<file path="src/rtl/pwm_seq_ctrl_pkg.sv">
// Shared types for the PWM sequencer: command opcodes, sequencer states and
// the on/off encoding driven to each pwm_16bits channel.
package pwm_seq_ctrl_pkg;

    localparam int PWMCOUNT_WIDTH = 16;

    typedef enum logic {
        PWM_OFF = 1'b0,
        PWM_ON  = 1'b1
    } pwm_onoff_e;

    typedef enum logic [1:0] {
        OP_NOP   = 2'd0,
        OP_WRITE = 2'd1,
        OP_START = 2'd2,
        OP_STOP  = 2'd3
    } seq_op_e;

    typedef enum logic [1:0] {
        ST_OFF      = 2'd0,
        ST_SETTLE   = 2'd1,
        ST_RUN      = 2'd2,
        ST_STOPPING = 2'd3
    } seq_state_e;

    function automatic int max_int(input int a, input int b);
        return (a > b) ? a : b;
    endfunction

endpackage

</file>
<file path="src/rtl/pwm_seq_ctrl_chan_cfg.sv">
// One channel's period / compare / initial-carrier register set. A compare
// larger than the period is stored as the period so the channel never sticks.
module pwm_chan_cfg
    import pwm_seq_ctrl_pkg::*;
(
    input  logic                      clk,
    input  logic                      reset,
    input  logic                      we,
    input  logic [PWMCOUNT_WIDTH-1:0] wr_period,
    input  logic [PWMCOUNT_WIDTH-1:0] wr_compare,
    input  logic [PWMCOUNT_WIDTH-1:0] wr_init,
    output logic [PWMCOUNT_WIDTH-1:0] period,
    output logic [PWMCOUNT_WIDTH-1:0] compare,
    output logic [PWMCOUNT_WIDTH-1:0] init_carr,
    output logic                      clamp
);

    assign clamp = (wr_compare > wr_period);

    // NOTE: sequential state uses non-blocking assignments only, so every
    // register samples its inputs as they were just before the edge.
    always_ff @(posedge clk or posedge reset) begin
        if (reset) begin
            period    <= '0;
            compare   <= '0;
            init_carr <= '0;
        end else if (we) begin
            period    <= wr_period;
            compare   <= clamp ? wr_period : wr_compare;
            init_carr <= wr_init;
        end
    end

endmodule

</file>
<file path="src/rtl/pwm_seq_ctrl.sv">
// Command-driven sequencer: holds per-channel PWM configuration and enables or
// disables all channels together, with a settle window before enable and a
// drain window after disable.
module pwm_seq_ctrl
    import pwm_seq_ctrl_pkg::*;
#(
    parameter int NCH    = 3,
    parameter int SETTLE = 4,
    parameter int DRAIN  = 8
) (
    input  logic                          clk,
    input  logic                          reset,
    input  logic                          cmd_valid,
    output logic                          cmd_ready,
    input  logic [1:0]                    cmd_op,
    input  logic [2:0]                    cmd_chan,
    input  logic [PWMCOUNT_WIDTH-1:0]     cmd_period,
    input  logic [PWMCOUNT_WIDTH-1:0]     cmd_compare,
    input  logic [PWMCOUNT_WIDTH-1:0]     cmd_init,
    output logic [NCH*PWMCOUNT_WIDTH-1:0] period_o,
    output logic [NCH*PWMCOUNT_WIDTH-1:0] compare_o,
    output logic [NCH*PWMCOUNT_WIDTH-1:0] init_carr_o,
    output logic [NCH-1:0]                pwm_onoff_o,
    output logic                          busy,
    output logic                          err,
    output logic                          clamped
);

    localparam int CNT_W = $clog2(max_int(SETTLE, DRAIN) + 1);

    seq_state_e       state;
    logic [CNT_W-1:0] cnt;
    seq_op_e          op;
    logic             accept;
    logic             chan_ok;
    logic             wr_ok;
    logic             clamp_hit;
    logic [NCH-1:0]   chan_we;
    logic [NCH-1:0]   clamp_vec;

    assign op        = seq_op_e'(cmd_op);
    assign accept    = cmd_valid && cmd_ready;
    assign chan_ok   = (int'(cmd_chan) < NCH);
    assign wr_ok     = accept && (op == OP_WRITE) && chan_ok;
    assign clamp_hit = |(clamp_vec & chan_we);

    for (genvar i = 0; i < NCH; i++) begin : g_chan
        assign chan_we[i] = wr_ok && (int'(cmd_chan) == i);

        pwm_chan_cfg u_cfg (
            .clk        (clk),
            .reset      (reset),
            .we         (chan_we[i]),
            .wr_period  (cmd_period),
            .wr_compare (cmd_compare),
            .wr_init    (cmd_init),
            .period     (period_o[i*PWMCOUNT_WIDTH +: PWMCOUNT_WIDTH]),
            .compare    (compare_o[i*PWMCOUNT_WIDTH +: PWMCOUNT_WIDTH]),
            .init_carr  (init_carr_o[i*PWMCOUNT_WIDTH +: PWMCOUNT_WIDTH]),
            .clamp      (clamp_vec[i])
        );
    end

    // All outputs are registered; the async reset drops pwm_onoff_o at once.
    always_ff @(posedge clk or posedge reset) begin
        if (reset) begin
            state       <= ST_OFF;
            cnt         <= '0;
            pwm_onoff_o <= '0;
            cmd_ready   <= 1'b1;
            busy        <= 1'b0;
            err         <= 1'b0;
            clamped     <= 1'b0;
        end else begin
            if (clamp_hit) clamped <= 1'b1;
            if (accept && (op == OP_WRITE) && !chan_ok) err <= 1'b1;

            case (state)
                ST_OFF: begin
                    if (accept && (op == OP_START)) begin
                        state     <= ST_SETTLE;
                        cnt       <= CNT_W'(SETTLE);
                        cmd_ready <= 1'b0;
                        busy      <= 1'b1;
                    end
                end
                ST_SETTLE: begin
                    cnt <= cnt - CNT_W'(1);
                    if (cnt == CNT_W'(1)) begin
                        state       <= ST_RUN;
                        pwm_onoff_o <= {NCH{PWM_ON}};
                        cmd_ready   <= 1'b1;
                        busy        <= 1'b0;
                    end
                end
                ST_RUN: begin
                    if (accept && (op == OP_START)) begin
                        err <= 1'b1;
                    end else if (accept && (op == OP_STOP)) begin
                        state       <= ST_STOPPING;
                        cnt         <= CNT_W'(DRAIN);
                        pwm_onoff_o <= '0;
                        cmd_ready   <= 1'b0;
                        busy        <= 1'b1;
                    end
                end
                ST_STOPPING: begin
                    cnt <= cnt - CNT_W'(1);
                    if (cnt == CNT_W'(1)) begin
                        state     <= ST_OFF;
                        cmd_ready <= 1'b1;
                        busy      <= 1'b0;
                    end
                end
                default: state <= ST_OFF;
            endcase
        end
    end

endmodule

</file>
<file path="config.mk">
export PLATFORM = sky130hd
export DESIGN_NAME = pwm_seq_ctrl
export DESIGN_NICKNAME = d
export VERILOG_FILES = /design/src/rtl/pwm_seq_ctrl_pkg.sv /design/src/rtl/pwm_seq_ctrl_chan_cfg.sv /design/src/rtl/pwm_seq_ctrl.sv
export SDC_FILE = /design/constraint.sdc
export NUM_CORES = 1
export LEC_CHECK = 0
export CORE_ASPECT_RATIO = 1.4
export CORE_MARGIN = 2
export CORE_UTILIZATION = 50
export DETAILED_ROUTE_END_ITERATION = 12
export PLACE_DENSITY = 0.82
export SLEW_MARGIN = 20
export SYNTH_ARGS = -nofsm -noshare
export SYNTH_HDL_FRONTEND = slang
export SYNTH_HIERARCHICAL = 1
export SYNTH_SLANG_ARGS = --single-unit
</file>
<file path="constraint.sdc">
create_clock -name clk -period 2.7 [get_ports clk]
set_input_delay 0.27 -clock clk [delete_from_list [all_inputs] [get_ports clk]]
set_output_delay 0.27 -clock clk [all_outputs]
set_load 0.01 [all_outputs]
</file>
==> results of run 1 <==
## layer usage
layer  wire length [um]  GRT usage  vias to the layer above
li1                   -          -                     3258
met1               8970      0.319                     3421
met2              12200      0.461                      289
met3               1570     0.0625                       72
met4                984      0.136                        0
met5                  0          0                        -
## Yosys cell counts (3+ instances only)
| cell | number |
|---|---|
| a211o_1 | 4 |
| a211oi_1 | 3 |
| a21oi_1 | 72 |
| and2_1 | 3 |
| buf_1 | 3 |
| buf_12 | 3 |
| buf_2 | 12 |
| buf_6 | 7 |
| clkbuf_1 | 15 |
| clkinv_1 | 3 |
| dfrtp_1 | 154 |
| ha_1 | 55 |
| inv_1 | 60 |
| mux2_2 | 96 |
| mux2i_1 | 3 |
| nand2_1 | 63 |
| nand3_1 | 45 |
| nand4_1 | 12 |
| nand4_2 | 3 |
| nor2_1 | 38 |
| nor2_2 | 24 |
| nor2b_1 | 3 |
| nor3_1 | 7 |
| o211ai_1 | 51 |
| o211ai_2 | 3 |
| o21ai_0 | 10 |
| or2_1 | 3 |
| or4_4 | 3 |
## cells in the final DEF, fill, tap and decap left out, types with 3 or more instances in the layout
cell type	n
a211o_1	4
a211oi_1	3
a21oi_1	72
and2_1	3
buf_12	4
buf_4	59
bufinv_16	3
clkbuf_16	17
clkdlybuf4s50_1	206
clkinv_1	3
clkinv_4	4
dfrtp_1	154
ha_1	55
inv_1	57
inv_2	3
mux2_2	96
mux2i_1	3
nand2_1	63
nand3_1	45
nand4_1	12
nand4_2	3
nor2_1	36
nor2_2	26
nor2b_1	3
nor3_1	7
o211ai_1	51
o211ai_2	3
o21ai_0	10
or2_1	3
or4_4	3
## state kept, by name, indices dropped and copies added, names as in the netlist
| signal | flops |
|---|---|
| g_chan.u_cfg/compare | 48 |
| g_chan.u_cfg/init_carr | 48 |
| g_chan.u_cfg/period | 48 |
| cnt | 4 |
| state | 2 |
| busy | 1 |
| clamped | 1 |
| cmd_ready | 1 |
| err | 1 |
| pwm_onoff_o | 1 |
## cell families (layout without fill, tap and decap cells)
| logic type | count (synthesis) | in the layout | share of synthesized area |
|---|---|---|---|
| AND/OR/NAND/NOR | 212 | 212 | 0.127 |
| AO/OA/AOI/OAI | 155 | 155 | 0.120 |
| flip-flops | 155 | 155 | 0.470 |
| buffers and inverters | 105 | 363 | 0.0628 |
| multiplexers | 100 | 100 | 0.136 |
| adder cells (fa/ha/maj) | 55 | 55 | 0.0834 |
## stage by stage
step | hold slack [ps] | utilization | setup slack [ps]
2_1_floorplan | 122 | - | 385
3_3_place_gp | 462 | 0.669 | -84.5
3_5_place_dp | 457 | 0.669 | -145
4_1_cts | 240 | 0.706 | 121
5_1_grt | 248 | 0.707 | 64.1
6_report | 233 | 0.707 | 310
## path summary, 6_finish.rpt
| kind | endpoint | slack [ps] | cells past startpoint |
|---|---|---|---|
| max in group asynchronous | g_chan[1].u_cfg/period[12] | 1630 | 3 |
| worst min-delay path | g_chan[0].u_cfg/period[7] | 230 | 2 |
| worst max register to register | g_chan[0].u_cfg/compare[5] | 310 | 9 |
| min in group clk | err | 480 | 1 |
| worst min register to register | err | 480 | 1 |
| worst max-delay path | g_chan[0].u_cfg/compare[5] | 310 | 9 |
## layout make-up
cell class              count  area, um^2
clock buffers              20         447
fillers                  1172        4740
repair buffers            269        2580
well taps                 199         249
clock inverters            11         161
multi-input cells         522        3870
flip-flops and latches    155        3880
inverters                  63         236
## power by group through the flow
stage               sequential, mW  combinational (mW)  clock (mW)
detailed placement            2.93                2.11           0
global placement              2.92                2.05           0
CTS                           2.90                2.12        2.52
floorplan                     3.04               0.934           0
global route                  2.95                2.29        2.61
finish                        2.90                2.11        2.46
## repair_timing
| action | in CTS | in global routing |
|---|---|---|
| endpoints found under the setup margin | 0 | 16 |
| resized for setup | 0 | 2 |
| hold endpoints to repair | 0 | 0 |
==> impl_metrics.py, run 1 <==
metrics = {
    "outcome": {
        "outcome": "finished, final reports clean",
    },
    "setup_path": {
        "critPathArrivalTime_ps": 2720,
        "critPathSlowestCell": "dfstp_2",
        "setup.worst_path.start_class": "register",
        "critPathBufInv": 2,
        "path_max_fanout": 49,
        "crit_family": "simple AND/OR/NAND/NOR gates",
        "r2r-start": "cmd_ready",
        "path_cells": "nand2_1 > nor3_1 > buf_4 > nor3b_2 > buf_4 > nand2_1 > nor2_2 > a21oi_1 > o211ai_1",
        "cp-end-kind": "register",
        "critical_path_class": "register to register",
        "required_ps": 3030,
        "timing.critical_path.slowest_cell_delay_ps": 570,
        "crit_start": "cmd_ready",
    },
    "clock_tree": {
        "cts_buffers": 17,
        "cts.sinks": 155,
        "post_cts_buffers": 0,
        "max-clock-path-buffers": 2,
        "htree_levels": 4,
        "ctsHoldBuffers": 0,
        "clk_pin_slew_ps": 60,
        "cts_tree": "done",
        "clk_latency_ps": 420,
        "cts-root-buf": "clkbuf_16",
    },
    "logic_synthesis": {
        "synth.area.top_cells": "dfrtp_1 (47%), mux2_2 (13%), ha_1 (8.3%)",
        "synth_edf_count": 0,
        "syn_nets": 893,
        "syn-cell-area_um2": 8250,
        "avgSynthCellArea_um2": 10.6,
        "async_reset_ff_frac": 1.00,
        "yosysWarnings": 6,
        "yosysSeqAreaShare": 0.470,
        "ys.flop_type": "dfrtp_1",
        "ys_ff_latch": 155,
        "synthDistinctLibCells": 46,
        "synth_top_area_frac": 0.467,
        "syn_inst": 782,
        "yosysTopAreaCell": "dfrtp_1",
    },
    "placement": {
        "gp_congestion": 0.818,
        "place_inst": 1208,
        "placement.cell_area_um2": 10800,
        "place_hpwl_um": 17300,
        "numPortBuffers": 206,
    },
    "timing": {
        "fmax_mhz": 418,
        "tightestPinTransition_ps": 782,
        "skew_ps": 5.50,
        "fin_crit_ps": 2390,
        "max_slew_margin": 0.478,
        "rsz0062_at_grt": "no",
        "setup_tns_ps": 0,
        "period_share": 0.885,
        "drv_slew": 0,
        "finalSetupViolations": 0,
        "hold_viol": 0,
    },
    "global_routing": {
        "grt_pass1_wl_um": 37400,
        "grt-ovfl-total": 0,
        "grt_start_max_net_pins": 50,
        "antenna_found_initial": 0,
        "grt_usage": 0.270,
        "grt_pass1_vias": 7012,
    },
    "finish": {
        "postLayoutCellArea_um2": 11400,
        "final_nets": 1139,
        "synthToLayoutAreaGrowth_pct": 38.4,
        "instances_no_fill": 1239,
        "drive_above_1_share": 0.226,
        "diodes": 0,
    },
    "power": {
        "p_comb_frac": 0.282,
        "finalPower_mw": 7.48,
        "power_density_nw_per_um2": 654,
        "power.share.sequential": 0.388,
        "internal_power_mw": 5.31,
        "netSwitchingFraction": 0.290,
        "p_clk_frac": 0.330,
        "p_leak_nw": 5.16,
        "ir_worst_vdd_v": 0.000658,
        "netSwitchingPower_mw": 2.17,
    },
    "job": {
        "cap_viol_max_count": 0,
    },
    "route": {
        "drt-pass1-iter-count": 5,
        "vias": 7040,
        "wl_um": 23700,
        "vias_per_cell": 5.68,
        "drtIter0Drc": 394,
        "ant_nets": 0,
        "drc": 0,
        "wire_per_inst_um": 19.1,
    },
    "worst_hold_path": {
        "hold_class": "primary input to asynchronous set/reset pin",
    },
    "floorplanning": {
        "die_x_um": 113,
        "ios": 207,
        "row_count": 55,
        "die_h_um": 156,
        "core_um2": 16200,
        "dieArea_um2": 17600,
        "initial_core_util": 0.510,
    },
}
Note: power is estimated with default switching activity, not from simulation.
==> run 2: changes to the inputs <==
Settings changed: CAP_MARGIN set to 20.
==> results of run 2 <==
No change in the layout: final DEF, timing and power equal those of run 1.
==> run 3: changes to the inputs <==
Settings changed: CORE_UTILIZATION 50 to 47, PLACE_DENSITY 0.82 to 0.92, SYNTH_HIERARCHICAL 1 to unset.
==> run 3 against run 2 <==
Compared with the run above:
- critical path depth is 1 higher
- die area is 15% lower
- utilization is 0.55 points higher
- clock skew is 4.9 ps higher
- count of clock-buffer cells in the layout is 2 lower
- combinational power is 84% lower
- flip-flop and latch count stayed put
- worst setup slack worse by 24 ps
- register-to-register slack better by 330 ps
- critical endpoint is now g_chan[2].u_cfg.compare[12]
==> impl_metrics.py, run 3 <==
metrics = {
    "power": {
        "internal_power_mw": 3.83,
        "netSwitchingPower_mw": 1.20,
        "ir_worst_vdd_v": 0.000381,
        "finalPower_mw": 5.03,
        "power.share.sequential": 0.462,
        "p_comb_frac": 0.069,
        "p_clk_frac": 0.470,
        "power_density_nw_per_um2": 525,
        "p_leak_nw": 4.54,
        "netSwitchingFraction": 0.239,
    },
    "setup_path": {
        "required_ps": 2980,
        "path_cells": "clkdlybuf4s50_1 > inv_1 > ha_1 > nand4_2 > nor4_2 > nand4_1 > o31ai_4 > buf_12 > mux2i_1 > a21oi_1",
        "cp-end-kind": "register",
        "timing.critical_path.slowest_cell_delay_ps": 510,
        "crit_start": "cmd_period[14]",
        "r2r-start": "cmd_ready",
        "path_max_fanout": 16,
        "critPathArrivalTime_ps": 2690,
        "critPathSlowestCell": "clkdlybuf4s50_1",
        "critical_path_class": "primary input to register",
        "crit_family": "buffers and inverters",
        "critPathBufInv": 3,
        "setup.worst_path.start_class": "primary input",
    },
    "route": {
        "vias_per_cell": 5.27,
        "wl_um": 17600,
        "vias": 4925,
        "drtIter0Drc": 170,
        "ant_nets": 0,
        "drt-pass1-iter-count": 8,
        "wire_per_inst_um": 18.9,
        "drc": 0,
    },
    "logic_synthesis": {
        "avgSynthCellArea_um2": 12.9,
        "ys.flop_type": "dfrtp_1",
        "ys_ff_latch": 155,
        "yosysMostFrequentCell": "dfrtp_1",
        "syn-cell-area_um2": 6520,
        "synth_edf_count": 0,
        "synth.top_cells.by_count": "dfrtp_1 (154), mux2_2 (97), a21oi_1 (59)",
        "yosysSeqAreaShare": 0.595,
        "async_reset_ff_frac": 1.00,
        "synthDistinctLibCells": 37,
        "yosysTopAreaCell": "dfrtp_1",
        "syn_nets": 584,
        "syn_inst": 505,
        "yosysWarnings": 0,
        "synth_top_area_frac": 0.591,
        "synth.area.top_cells": "dfrtp_1 (59%), mux2_2 (17%), a21oi_1 (4.5%)",
    },
    "floorplanning": {
        "die_h_um": 143,
        "die_x_um": 104,
        "dieArea_um2": 14800,
        "ios": 207,
        "row_count": 50,
        "core_um2": 13500,
        "initial_core_util": 0.485,
    },
    "finish": {
        "fin_util": 0.712,
        "layout_commonest_cell": "clkdlybuf4s50_1",
        "drive_above_1_share": 0.241,
        "layout_common_cells": "clkdlybuf4s50_1 (206), dfrtp_1 (154), mux2_2 (97)",
        "regArea_um2": 3880,
        "synthToLayoutAreaGrowth_pct": 46.8,
        "multi_input_area_um2": 2450,
        "fillers": 882,
        "instances_no_fill": 934,
        "final_nets": 817,
        "largestRegisters": "g_chan.u_cfg.compare x48, g_chan.u_cfg.init_carr x48, g_chan.u_cfg.period x48",
    },
    "timing": {
        "rsz0062_at_grt": "no",
        "finalSetupViolations": 0,
        "fmax_mhz": 414,
        "drv_slew": 0,
        "fin_crit_ps": 2410,
        "max_slew_margin": 0.431,
        "setup_tns_ps": 0,
        "hold_viol": 0,
        "skew_ps": 10.4,
        "period_share": 0.894,
        "whs_ps": 423,
        "tightestPinTransition_ps": 853,
    },
    "clock_tree": {
        "max-clock-path-buffers": 2,
        "cts-root-buf": "clkbuf_16",
        "cts_tree": "done",
        "post_cts_resized": 0,
        "cts_buffers": 17,
        "cts.sinks": 155,
        "clk_latency_ps": 410,
        "clk_pin_slew_ps": 70,
        "htree_levels": 4,
        "post_cts_buffers": 0,
        "ctsHoldBuffers": 0,
    },
    "placement": {
        "place_hpwl_um": 13100,
        "numPortBuffers": 206,
        "place_inst": 901,
        "gp_congestion": 0.815,
    },
    "global_routing": {
        "grt_start_max_net_pins": 156,
        "grt_usage": 0.238,
        "antenna_found_initial": 1,
        "grt_pass1_vias": 5402,
        "grt-ovfl-total": 0,
        "grt_pass1_wl_um": 27600,
    },
    "worst_hold_path": {
        "hold_class": "primary input to asynchronous set/reset pin",
    },
    "job": {
        "cap_viol_max_count": 0,
    },
    "outcome": {
        "outcome": "finished, final reports clean",
    },
}
run 3: path summary, 6_finish.rpt:
| kind | end | slack [ps] | depth (start not counted) |
|---|---|---|---|
| max reg2reg | g_chan[0].u_cfg.compare[13] | 640 | 7 |
| min | g_chan[2].u_cfg.compare[10] | 420 | 3 |
| min reg2reg | clamped | 500 | 1 |
| min in group clk | clamped | 500 | 1 |
| max in group asynchronous | g_chan[0].u_cfg.period[15] | 1600 | 3 |
| max | g_chan[2].u_cfg.compare[12] | 290 | 10 |
run 3: cell families after synthesis:
family,after synthesis,synth area share
DFF,155,0.595
muxes,113,0.197
and+or+nand+nor,88,0.0606
AOI/OAI and AO/OA,79,0.0687
buffers and inverters,47,0.0345
adders and majority gates,23,0.0441
run 3: through the flow:
step / instance area, um^2 / setup WS, ps
3_3_place_gp: 8980 / -102
2_1_floorplan: 6530 / 472
3_5_place_dp: 8980 / -137
5_1_grt: 9580 / 123
4_1_cts: 9580 / 290
6_report: 9580 / 286
run 3: power by group through the flow:
stage / logic [mW] / registers (mW) / clock network (mW)
detailed placement: 0.342 / 2.37 / 0
global route: 0.376 / 2.32 / 2.50
finish: 0.345 / 2.32 / 2.36
global placement: 0.330 / 2.37 / 0
CTS: 0.347 / 2.32 / 2.40
floorplan: 0.155 / 2.37 / 0
run 3: per-layer routing:
| metal | track usage | vias up | wire [um] |
|---|---|---|---|
| li1 | - | 2222 | - |
| met1 | 0.245 | 2452 | 6270 |
| met2 | 0.450 | 209 | 9640 |
| met3 | 0.0617 | 42 | 1060 |
| met4 | 0.117 | 0 | 636 |
| met5 | 0 | - | 0 |
run 3: final cells by class:
cell class / count / share of cell area
clock inverters: 14 / 0.0165
multi-input cells: 303 / 0.256
diodes: 1 / 0.000261
clock buffers: 18 / 0.0459
flip-flops and latches: 155 / 0.405
repair buffers: 239 / 0.244
well taps: 182 / 0.0238
inverters: 22 / 0.00901
run 3: tightest hold or removal path, stage by stage:
cell and delay, ps:
clkdlybuf4s50_1 440, clkinvlp_4 90, buf_12 530
